### src/rtl/mem_arb_pkg.sv
// Shared types for the instruction/data memory port arbiter.
// The arbiter FSM uses a 3-bit state encoding.
package mem_arb_pkg;

  typedef enum logic [2:0] {
    STATE_IDLE   = 3'd0,
    STATE_BUSY_I = 3'd1,
    STATE_BUSY_D = 3'd2,
    STATE_RESP_I = 3'd3,
    STATE_RESP_D = 3'd4
  } arb_state_t;

endpackage

### src/rtl/mem_port_arbiter.sv
// Shares one single-port, variable-latency memory between the fetch port and the data port.
// Data has priority; a starvation counter hands the grant to fetch after STARVE_MAX data wins.
module mem_port_arbiter
  import mem_arb_pkg::*;
#(
  parameter int ADDR_W     = 32,
  parameter int DATA_W     = 32,
  parameter int STARVE_MAX = 4
) (
  input  logic              clk,
  input  logic              reset,
  input  logic              if_req,
  input  logic [ADDR_W-1:0] if_addr,
  output logic [DATA_W-1:0] if_rdata,
  output logic              if_valid,
  input  logic              d_req,
  input  logic              d_we,
  input  logic [ADDR_W-1:0] d_addr,
  input  logic [DATA_W-1:0] d_wdata,
  output logic [DATA_W-1:0] d_rdata,
  output logic              d_valid,
  output logic              stall_if,
  output logic              stall_d,
  output logic              mem_req,
  output logic              mem_we,
  output logic [ADDR_W-1:0] mem_addr,
  output logic [DATA_W-1:0] mem_wdata,
  input  logic [DATA_W-1:0] mem_rdata,
  input  logic              mem_ready
);

  localparam int CNT_W = $clog2(STARVE_MAX + 1);
  localparam logic [CNT_W-1:0] CNT_MAX = CNT_W'(STARVE_MAX);

  arb_state_t        r_state, w_state_next;
  logic              r_mem_we, w_mem_we_next;
  logic [ADDR_W-1:0] r_mem_addr, w_mem_addr_next;
  logic [DATA_W-1:0] r_mem_wdata, w_mem_wdata_next;
  logic [DATA_W-1:0] r_if_rdata, w_if_rdata_next;
  logic [DATA_W-1:0] r_d_rdata, w_d_rdata_next;
  logic [CNT_W-1:0]  r_starve_cnt, w_starve_cnt_next;

  always_ff @(posedge clk) begin
    if (reset) begin
      r_state      <= STATE_IDLE;
      r_mem_we     <= 1'b0;
      r_mem_addr   <= '0;
      r_mem_wdata  <= '0;
      r_if_rdata   <= '0;
      r_d_rdata    <= '0;
      r_starve_cnt <= '0;
    end else begin
      r_state      <= w_state_next;
      r_mem_we     <= w_mem_we_next;
      r_mem_addr   <= w_mem_addr_next;
      r_mem_wdata  <= w_mem_wdata_next;
      r_if_rdata   <= w_if_rdata_next;
      r_d_rdata    <= w_d_rdata_next;
      r_starve_cnt <= w_starve_cnt_next;
    end
  end

  always_comb begin
    w_state_next      = r_state;
    w_mem_we_next     = r_mem_we;
    w_mem_addr_next   = r_mem_addr;
    w_mem_wdata_next  = r_mem_wdata;
    w_if_rdata_next   = r_if_rdata;
    w_d_rdata_next    = r_d_rdata;
    w_starve_cnt_next = r_starve_cnt;
    case (r_state)
      STATE_IDLE: begin
        // Data wins unless fetch is waiting and has already lost STARVE_MAX times.
        if (d_req && ((r_starve_cnt < CNT_MAX) || !if_req)) begin
          w_mem_addr_next  = d_addr;
          w_mem_wdata_next = d_wdata;
          w_mem_we_next    = d_we;
          w_state_next     = STATE_BUSY_D;
          if (if_req && (r_starve_cnt < CNT_MAX)) begin
            w_starve_cnt_next = r_starve_cnt + 1'b1;
          end
        end else if (if_req) begin
          w_mem_addr_next   = if_addr;
          w_mem_we_next     = 1'b0;
          w_state_next      = STATE_BUSY_I;
          w_starve_cnt_next = '0;
        end
        if (!if_req) begin
          w_starve_cnt_next = '0;
        end
      end
      STATE_BUSY_I: begin
        if (mem_ready) begin
          w_if_rdata_next = mem_rdata;
          w_state_next    = STATE_RESP_I;
        end
      end
      STATE_BUSY_D: begin
        if (mem_ready) begin
          if (!r_mem_we) begin
            w_d_rdata_next = mem_rdata;
          end
          w_state_next = STATE_RESP_D;
        end
      end
      STATE_RESP_I: w_state_next = STATE_IDLE;
      STATE_RESP_D: w_state_next = STATE_IDLE;
      default:      w_state_next = STATE_IDLE;
    endcase
  end

  assign mem_req   = (r_state == STATE_BUSY_I) || (r_state == STATE_BUSY_D);
  assign mem_we    = r_mem_we & mem_req;
  assign mem_addr  = r_mem_addr;
  assign mem_wdata = r_mem_wdata;
  assign if_rdata  = r_if_rdata;
  assign d_rdata   = r_d_rdata;
  assign if_valid  = (r_state == STATE_RESP_I);
  assign d_valid   = (r_state == STATE_RESP_D);
  assign stall_if  = if_req & ~if_valid;
  assign stall_d   = d_req & ~d_valid;

endmodule

### config.mk
export PLATFORM = sky130hd
export DESIGN_NAME = mem_port_arbiter
export DESIGN_NICKNAME = d
export VERILOG_FILES = /design/src/rtl/mem_arb_pkg.sv /design/src/rtl/mem_port_arbiter.sv
export SDC_FILE = /design/constraint.sdc
export NUM_CORES = 1
export LEC_CHECK = 0
export ABC_AREA = 0
export ABC_CLOCK_PERIOD_IN_PS = 3270
export BUFFER_PORTS_ARGS = -buffer_cell sky130_fd_sc_hd__buf_2
export CORE_MARGIN = 3
export CORE_UTILIZATION = 50
export CTS_CLUSTER_SIZE = 16
export DETAILED_ROUTE_END_ITERATION = 10
export MAX_ROUTING_LAYER = met4
export PLACE_DENSITY = 0.86
export SYNTH_ARGS = -nofsm -noshare
export SYNTH_HDL_FRONTEND = slang
export SYNTH_SLANG_ARGS = --single-unit
### constraint.sdc
create_clock -name clk -period 3.27 [get_ports clk]
set_input_delay 0.327 -clock clk [delete_from_list [all_inputs] [get_ports clk]]
set_output_delay 0.327 -clock clk [all_outputs]
set_load 0.01 [all_outputs]
==> results.md, run 1 <==
- Register bit count reported by yosys: 135
- DP Wirelength: 11.6 mm
- Data required time at the worst endpoint: 2.94 ns
- Vias per std cell: 5.69
- Net count after synthesis: 766
- Worst clock skew: 0.00751 ns
- Clock tree from TritonCTS: built
- Number of buffer cells added on primary ports: 267
- Pin count of the biggest net entering global routing: 69
- Min setup slack post-route: 1.03 ns
- Hold_buf cts: 0
- Violation count after the first detailed-routing iteration: 590
- Weighted congestion at the end of routability-driven global placement: 0.861
- MaxCap Viol Count: 0
- Row cnt: 37
- Placement Setup Slack: 1.23 ns
- Startpoint type of the worst setup path: flop
- Proportion of synthesized chip area in sequential cells: 49.4%
- Time the worst path needs with I/O delays and setup: 2.24 ns
- Setup TNS: 0 ns
- Number of DRC violations after detailed routing: 0
- Clock network latency to the later pin of the worst-skew pair: 0.50 ns
- Slew of the pin with the lowest slew margin: 0.760 ns
- Total Routing Usage GR: 27.8%
- Die extent in y: 111 um
- Maximum buffer depth of the clock tree: 2
- Share of the clock period used by the worst path after layout: 68.4%
- Count of antenna-violating nets left after detailed routing: 0
- Ratio of cells with drive above 1 in the final layout: 36.6%
- Post-CTS resize count: 0
- Data arrival time of the worst path: 1.91 ns
- Maximum net fanout on the critical path: 12
- Setup crit start: r_state[2]
- Top-level port count: 268
- CTS clock-pin slew for the worst setup and hold paths: 0.06 ns
- Top post-synthesis cells by area: dfxtp_1, a21oi_1, o221a_1
- RR Endpoint: mem_addr[30]
- Number of buffers inserted during clock tree synthesis: 17
- Area growth syn-to-layout: 33.9%
- Total of endpoints with negative setup slack in the final report: 0
- Number of warnings printed during yosys synthesis: 0
- Endpoints failing hold: 0
- Nets: 995
- Top_reg_cell synth: dfxtp_1
- Post-synthesis instance area: 5470 um^2
- Pre-antenna DRT Iters: 5
- Status: completed
- Average routed wire per standard cell: 16.9 um
- Setup crit end: stall_d
- Worst IR drop on VDD: 0.445 mV
- Worst Path Class, Setup: reg2out
- RSZ-0062 raised after global routing: no
- Worst slew margin relative to its limit: 49.3%
- Start of the worst register-to-register path: r_state[2]
- CP endpoint kind: primary output
- Starting density of the core: 52.2%
- Wire length of the first global-routing pass: 27.6 mm
- Area fraction of the dominant cell type after synthesis: 49.4%
- Static power due to leakage: 0.00333 uW
- Horizontal die dimension: 111 um
- Clock tree root driver cell: clkbuf_8
- Post-detailed-routing wire length: 17.1 mm
- Number of pins exceeding their max-slew limit in the final report: 0
- FF-to-FF path depth: 3
- Synth Instances: 631
- HP Class: in2reg
- Number of enable-type register cells in the synthesized netlist: 0
- Number of sinks handled by clock tree synthesis: 135
- Reg2reg setup slack: 1.21 ns
- Share of synthesized registers carrying an async set or reset: 0%
- Number of distinct library cells after synthesis: 38
- Total vias in the final route: 5,736
- Average cell area after synthesis: 8.66 um^2
- Htree depth: 4
- Antenna violations before repair: 0
- Sum of overflow across all layers after global routing: 0
- Die outline area: 12,200 um^2
- Core footprint: 10,500 um^2
- Post-CTS Setup Inserts: 0
- Post-synthesis cell type with the largest combined area: dfxtp_1
- Achievable frequency: 447 MHz
- Power density normalized to cell area: 590 nW/um^2
- Number of global-route vias before repair: 5,453
[power breakdown]
group          internal [uW]  switching (uW)
Clock                   1120             706
Combinational            264             404
Sequential              1760            63.7
Total                   3140            1170
[per-stage QoR]
step,hold WS (ns),std cells,power [uW],area (um^2),util [%]
floorplan,0.436,631,2260,5470,-
global placement,0.439,977,2510,6750,64.5
detailed placement,0.444,977,2520,6750,64.5
CTS,0.0466,1007,4330,7320,69.9
global route,0.0475,1007,4500,7320,69.9
finish,0.0728,1008,4310,7320,69.9
[layer usage]
| layer | global-route usage, % | up-vias | part of all wire [%] |
|---|---|---|---|
| met3 | 6.90 | 32 | 7.4 |
| met5 | - | - | 0 |
| met2 | 43.8 | 306 | 49 |
| li1 | - | 2725 | - |
| met4 | 10.3 | 0 | 2.4 |
| met1 | 34.6 | 2673 | 41 |
[kinds of logic (layout without fill, tap and decap cells)]
| group | after synthesis | after routing | share of synthesized area (%) |
|---|---|---|---|
| xor+xnor | 1 | 1 | 0.160 |
| fa+ha+maj | 1 | 1 | 0.229 |
| buf+inv | 103 | 343 | 8.49 |
| simple gates | 157 | 157 | 14.1 |
| other cells | 0 | 1 | 0 |
| flops | 135 | 135 | 49.4 |
| compound gates | 234 | 234 | 27.5 |
[cells in the final DEF (no fill, tap or decap), types with 2 or more instances in the layout]
master / count
clkinv_4: 2
nor2b_1: 3
o21ai_0: 31
clkinv_2: 2
nand4bb_1: 2
bufinv_16: 2
buf_2: 266
a41oi_1: 32
a21oi_1: 102
buf_4: 14
dfxtp_1: 135
o221a_1: 29
o21ai_1: 34
nor2_1: 4
clkbuf_8: 3
inv_1: 33
nand3_1: 65
o221a_2: 3
clkbuf_16: 16
nand2_1: 67
clkinvlp_4: 4
nand4_1: 3
[synthesized netlist by cell type, types with 2 or more instances]
cell       instances
nand3_1           65
buf_4              7
a41oi_1           32
nand4bb_1          2
a21oi_1          102
nand4_1            3
o21ai_1           34
nand2_1           67
buf_6              3
o221a_1           29
clkbuf_1          33
nor2_1             4
buf_1              4
inv_1             33
nor2b_1            3
dfxtp_1          135
o21ai_0           31
o221a_2            3
buf_2             22
[registers in the layout (all words and copies together), names as in the netlist]
name / cells
d_rdata: 32
if_rdata: 32
r_state: 3
mem_addr: 32
r_starve_cnt: 3
r_mem_we: 1
mem_wdata: 32
[worst min path at each step]
stage	depth (start not counted)	end	startpoint
after CTS	3	mem_wdata[10]	d_wdata[10]
after global routing	3	mem_wdata[0]	d_wdata[0]
after floorplan	2	r_starve_cnt[1]	r_starve_cnt[1]
final	3	mem_wdata[10]	d_wdata[10]
after global placement	2	if_rdata[20]	if_rdata[20]
after detailed placement	2	if_rdata[9]	if_rdata[9]
[worst max-delay path: stages (launching register included)]
cell and delay, ns:
dfxtp_1 0.60, nor3b_1 0.55, nor2b_1 0.10, buf_2 0.16
[layout make-up]
class                      instances  area [um^2]
antenna                            1         2.50
clock buffer                      19          442
clock inverter                    11          126
fill                             858         3140
inverter                          33          124
multi-input combinational        393         2310
sequential                       135         2700
tap                              136          170
timing repair buffer             280         1440
(Power assumes the default switching activity.)
==> inputs of run 2 (changes only) <==
- ABC_CLOCK_PERIOD_IN_PS: 3270 -> 2300
- CORE_UTILIZATION: 50 -> 46
- PLACE_DENSITY: 0.86 -> 0.8
- clock period: 3.27 -> 2.3 ns (I/O delays scaled with it)
==> run 2 against run 1 <==
Effect of this change:
- total power rose by 45%
- final cell count is 0.99% higher
- sequential power grew 42%
- combinational power rose by 44%
- setup slack worse by 0.62 ns
- via count down 2.0%
- critical path depth unchanged
- count of clock-buffer cells in the layout grew 4
- first-iteration DRC count down 1.0%
- final area is 1.1% higher
- global-route usage down 3.0 points
- clock power rose by 48%
- critical path type unchanged
==> results.md, run 2 (synthesized netlist as in run 1, its figures left out) <==
- Status: completed
- Start of the worst register-to-register path: r_state[0]
- Most common cell after layout, fill and taps aside: buf_2
- Power after layout: 6240 uW (+45%)
- Number of pins exceeding their max-slew limit in the final report: 0 (unchanged)
- Wire length of the first global-routing pass: 25.6 mm (-7.0%)
- Power density normalized to cell area: 843 nW/um^2 (+43%)
- Post-CTS resize count: 0 (unchanged)
- Sum of overflow across all layers after global routing: 0 (unchanged)
- Data arrival time of the worst path: 1.66 ns (-0.25 ns)
- Clock tree root driver cell: clkbuf_16
- CP endpoint kind: primary output
- Worst slew margin relative to its limit: 48.5% (-0.81 points)
- Top-level port count: 268 (unchanged)
- Final design instance area without fill: 7400 um^2 (+1.1%)
- Row cnt: 39 (+5.4%)
- CTS clock-pin slew for the worst setup and hold paths: 0.05 ns (about the same)
- Core footprint: 11,500 um^2 (+10%)
- Setup TNS: 0 ns (unchanged)
- Total placed instance area: 6800 um^2 (+0.83%)
- Hold_ws: 0.0627 ns (-0.0101 ns)
- Maximum net fanout on the critical path: 12 (unchanged)
- Die outline area: 13,200 um^2 (+8.2%)
- Antenna diode instance count: 0 (-1)
- MaxCap Viol Count: 0 (unchanged)
- Starting density of the core: 47.5% (-4.8 points)
- Start point of the worst min-delay path: d_wdata[31]
- Number of sinks handled by clock tree synthesis: 135 (unchanged)
- Horizontal die dimension: 115 um (+4.0%)
- RR Endpoint: mem_wdata[12]
- Pin count of the biggest net entering global routing: 73 (+5.8%)
- Pre-antenna DRT Iters: 5 (unchanged)
- Hold_buf cts: 0 (unchanged)
- Htree depth: 4 (unchanged)
- Share of the clock period used by the worst path after layout: 82.2%
- Total Routing Usage GR: 24.8% (-3.0 points)
- FF-to-FF path depth: 4 (+1)
- Weighted congestion at the end of routability-driven global placement: 0.842 (-2.2%)
- Violation count after the first detailed-routing iteration: 584 (-1.0%)
- Number of buffer cells added on primary ports: 267 (unchanged)
- Post-CTS Setup Inserts: 0 (unchanged)
- Area growth syn-to-layout: 35.3%
- Antenna violations before repair: 0 (unchanged)
- Worst Path Class, Setup: reg2out
- Clock network latency to the later pin of the worst-skew pair: 0.42 ns (-0.08 ns)
- Number of buffers inserted during clock tree synthesis: 17 (unchanged)
- Nets: 998 (+0.30%)
- DP Wirelength: 11.0 mm (-5.0%)
- Ratio of cells with drive above 1 in the final layout: 36.8% (+0.18 points)
- Achievable frequency: 529 MHz
- WHS Path Cells: 3 (unchanged)
- Reg2reg setup slack: 0.58 ns (-0.63 ns)
- Startpoint type of the worst setup path: flop
- Maximum buffer depth of the clock tree: 2 (unchanged)
- Total of endpoints with negative setup slack in the final report: 0 (unchanged)
- Number of global-route vias before repair: 5,120 (-6.1%)
- Average routed wire per standard cell: 16.4 um (-3.3%)
- Clock tree from TritonCTS: built
- Post-detailed-routing wire length: 16.6 mm (-2.4%)
- Static power due to leakage: 0.00337 uW (+1.4%)
- Worst IR drop on VDD: 0.500 mV (+12%)
- HP Class: in2reg
- Time the worst path needs with I/O delays and setup: 1.89 ns
- RSZ-0062 raised after global routing: no
- Vias per std cell: 5.52 (-2.9%)
- Total vias in the final route: 5,624 (-2.0%)
- Data required time at the worst endpoint: 2.07 ns (-0.87 ns)
- Number of DRC violations after detailed routing: 0 (unchanged)
- Die extent in y: 115 um (+4.0%)
- Slew of the pin with the lowest slew margin: 0.772 ns (+0.0121 ns)
- Endpoints failing hold: 0 (unchanged)
- Most used cells in the layout excluding fill and tap cells: buf_2, dfxtp_1, a21oi_1
- Hold Path End: mem_wdata[31]
- Count of antenna-violating nets left after detailed routing: 0 (unchanged)
- Worst clock skew: 0.0113 ns (+0.00382 ns)
-- run 2: cell count changes in the layout (fill, tap and decap cells not counted) --
cell	change
buf_12	+2
inv_6	-1
clkbuf_1	+1
clkinv_2	+2
diode_2	-1
clkbuf_8	+2
buf_4	+1
clkinv_4	-2
clkinvlp_4	-2
clkbuf_16	+1
-- run 2: through the flow --
step                      cells  utilization, %  worst slack [ns]
after floorplan             631               -             0.957
after global placement      987            59.1             0.646
after detailed placement    987            59.1             0.631
after CTS                  1018            64.2             0.443
after global routing       1018            64.2             0.368
final                      1018            64.2             0.410
-- run 2: final cells by class --
cell class              count  area (um^2)
clock buffers              23          498
clock inverters             8         95.1
fillers                   982         4120
inverters                  33          124
multi-input cells         393         2310
flip-flops and latches    135         2700
well taps                 143          179
repair buffers            283         1480
-- run 2: report_power, final --
part	leakage [uW]	internal, uW	switching, uW
Sequential	0.00110	2500	87.5
Clock	0.000291	1720	962
Combinational	0.00198	389	573
Total	0.00337	4610	1620
-- run 2: per-layer routing --
layer | vias up | track usage [%] | share of wire (%) | routed length, um
met4 | 0 | 10.6 | 2.6 | 437
met3 | 31 | 6.42 | 6.8 | 1140
met5 | - | - | 0 | 0
met1 | 2625 | 30.9 | 41 | 6880
li1 | 2730 | - | - | -
met2 | 238 | 38.1 | 49 | 8200
-- run 2: worst max path at each step --
stage / startpoint / cells after the start / to / slack (ns)
after floorplan: r_state[2] / 5 / mem_wdata[31] / 0.96
after global placement: r_state[1] / 3 / mem_addr[2] / 0.65
after detailed placement: r_state[1] / 3 / mem_addr[0] / 0.63
after CTS: r_state[0] / 3 / stall_d / 0.44
after global routing: r_state[0] / 3 / stall_d / 0.37
final: r_state[0] / 3 / stall_d / 0.41
-- run 2: worst max-delay path: stages, from the launching register on --
cell	delay [ns]
dfxtp_1	0.45
nor3b_1	0.55
nor2b_1	0.09
buf_2	0.16
==> inputs of run 3 (changes only) <==
- ABC_CLOCK_PERIOD_IN_PS: 2300 -> 1500
- CORE_UTILIZATION: 46 -> 42
- PLACE_DENSITY: 0.8 -> 0.77
- clock period: 2.3 -> 1.5 ns (I/O delays scaled with it)
==> run 3 against run 2 <==
Effect of this change:
- the run now ends with negative setup slack left
- first-iteration DRC count up 0.17%
- core utilization grew 4.3 points
- final area up 17%
- combinational power is 99% higher
- final cell count increased by 12%
- total power rose by 57%
- die area up 9.0%
- critical path type is now reg2reg
- count of clock-buffer cells in the layout unchanged
- global-route usage is 1.0 points higher
==> results.md, run 3 (synthesized netlist as in run 1, its figures left out) <==
- Status: complete, but fails checks
- Failing checks: negative setup slack
- Worst clock skew: 0.00488 ns (-0.00645 ns)
- Fillers: 971 (-1.1%)
- Starting density of the core: 43.1% (-4.3 points)
- Non-filler cells, final: 1,140 (+12%)
- Time the worst path needs with I/O delays and setup: 1.54 ns
- Most common cell after layout, fill and taps aside: buf_2
- Sum of overflow across all layers after global routing: 0 (unchanged)
- Worst slew margin relative to its limit: 72.8% (+24 points)
- Antenna violations before repair: 0 (unchanged)
- Row cnt: 41 (+5.1%)
- Reg2reg setup slack: -0.04 ns (-0.62 ns)
- Number of global-route vias before repair: 5,958 (+16%)
- Total of endpoints with negative setup slack in the final report: 12 (+12)
- Nets: 1,090 (+9.2%)
- Worst path top cell family by delay: buffers and inverters
- Core footprint: 12,700 um^2 (+10%)
- CTS clock-pin slew for the worst setup and hold paths: 0.06 ns (about the same)
- Crit path largest cell delay: 0.33 ns (-0.22 ns)
- Share of the clock period used by the worst path after layout: 103%
- WHS Path Cells: 3 (unchanged)
- Maximum buffer depth of the clock tree: 2 (unchanged)
- Count of antenna-violating nets left after detailed routing: 0 (unchanged)
- Pin count of the biggest net entering global routing: 69 (-5.5%)
- Setup crit start: r_state[0]
- Maximum net fanout on the critical path: 16 (+4)
- Slew of the pin with the lowest slew margin: 0.408 ns (-0.364 ns)
- Power density normalized to cell area: 1130 nW/um^2 (+34%)
- Total vias in the final route: 6,301 (+12%)
- Number of buffer cells added on primary ports: 267 (unchanged)
- Number of DRC violations after detailed routing: 0 (unchanged)
- HP Class: in2reg
- Number of buffers inserted during clock tree synthesis: 17 (unchanged)
- Endpoints failing hold: 0 (unchanged)
- Top-level port count: 268 (unchanged)
- Pre-antenna DRT Iters: 5 (unchanged)
- DP Wirelength: 11.5 mm (+4.5%)
- Violation count after the first detailed-routing iteration: 585 (+0.17%)
- Ratio of cells with drive above 1 in the final layout: 39.3% (+2.5 points)
- Start of the worst register-to-register path: r_state[0]
- Total Routing Usage GR: 25.9% (+1.0 points)
- Critical path buffer and inverter count: 3 (+2)
- Worst IR drop on VDD: 0.949 mV (+90%)
- Hold Path End: mem_wdata[30]
- Slowest library cell on the worst path: dfxtp_2
- Achievable frequency: 649 MHz
- Clock tree root driver cell: clkbuf_16
- RR Endpoint: d_rdata[9]
- Number of cells in the design after placement: 1,028 (+4.2%)
- Most used cells in the layout excluding fill and tap cells: buf_2, dfxtp_1, a21oi_1
- Weighted congestion at the end of routability-driven global placement: 0.861 (+2.2%)
- End-of-flow core utilization: 68.6% (+4.3 points)
- Start point of the worst min-delay path: d_wdata[30]
- Worst Path Class, Setup: reg2reg
- Area growth syn-to-layout: 58.9%
- Number of sinks handled by clock tree synthesis: 135 (unchanged)
- Horizontal die dimension: 120 um (+4.4%)
- Post-detailed-routing wire length: 20.0 mm (+20%)
- Number of pins exceeding their max-slew limit in the final report: 0 (unchanged)
- FF-to-FF path depth: 6 (+2)
- Average routed wire per standard cell: 17.6 um (+7.4%)
- RSZ-0062 raised after global routing: yes
- CP endpoint kind: flop
- Static power due to leakage: 0.00385 uW (+14%)
- Die extent in y: 120 um (+4.4%)
- MaxCap Viol Count: 0 (unchanged)
- Antenna diode instance count: 0 (unchanged)
- Vias per std cell: 5.53 (about the same)
- Crit path cell chain: buf_12 > buf_4 > nand4bb_4 > buf_8 > o21ai_0 > a21oi_2
- Hold_ws: 0.0160 ns (-0.0467 ns)
- Clock tree from TritonCTS: built
- Die outline area: 14,400 um^2 (+9.0%)
- Min setup slack post-route: -0.0415 ns (-0.451 ns)
- Data arrival time of the worst path: 1.83 ns (+0.17 ns)
- Startpoint type of the worst setup path: flop
- Power after layout: 9790 uW (+57%)
- Placement Setup Slack: 0.0106 ns (-0.621 ns)
- Htree depth: 4 (unchanged)
- Data required time at the worst endpoint: 1.79 ns (-0.28 ns)
- Wire length of the first global-routing pass: 29.4 mm (+15%)
- Clock network latency to the later pin of the worst-skew pair: 0.41 ns (about the same)
-- run 3: cell types whose count changed in the layout (fill, tap and decap cells not counted), sizes merged --
cell and delta:
clkbuf +3, clkinv +2, buf +17, dlygate4sd3 +72, bufinv -1
-- run 3: cell type report --
class                      count  area, um^2  area share (%)
clock buffer                  23         478            5.50
clock inverter                 9        75.1           0.864
inverter                      33         124            1.43
multi-input combinational    393        2540            29.2
sequential                   135        2710            31.2
tap                          172         215            2.48
timing repair buffer         375        2550            29.4
-- run 3: what timing repair did --
action / CTS / global route
resized for setup: 10 / 59
hold buffers: 71 / 1
pin swaps: 2 / 24
setup buffers: 2 / 2
endpoints found under the setup margin: 6 / 76
cloned: 0 / 4
hold endpoints to repair: 77 / 1
-- run 3: routing by layer --
layer	track usage, %	wire length, um
met1	29.9	7830
met2	42.0	9920
met4	13.1	844
met3	6.36	1430
met5	-	0
-- run 3: worst max-delay path by stage --
stage,to,slack (ns),cells past startpoint
CTS,stall_d,-0.05,5
global route,d_rdata[9],-0.13,6
floorplan,mem_wdata[31],0.16,5
detailed placement,mem_addr[21],0.01,5
global placement,mem_addr[4],0.04,5
finish,d_rdata[9],-0.04,6
-- run 3: power by group --
part / internal (uW) / switching (uW) / leakage (uW)
Combinational: 872 / 1040 / 0.00247
Sequential: 3840 / 127 / 0.00111
Clock: 2390 / 1520 / 0.000272
Total: 7100 / 2690 / 0.00385
-- run 3: stage by stage --
stage          cell area, um^2  setup TNS, ns
2_1_floorplan             5470              0
3_5_place_dp              7040              0
4_1_cts                   8350        -0.0727
6_report                  8690         -0.190
5_1_grt                   8690          -2.81
3_3_place_gp              7040              0
-- run 3: worst min-delay path: stages --
cell     delay, ns
buf_2         0.10
nand3_1       0.06
a21oi_1       0.07
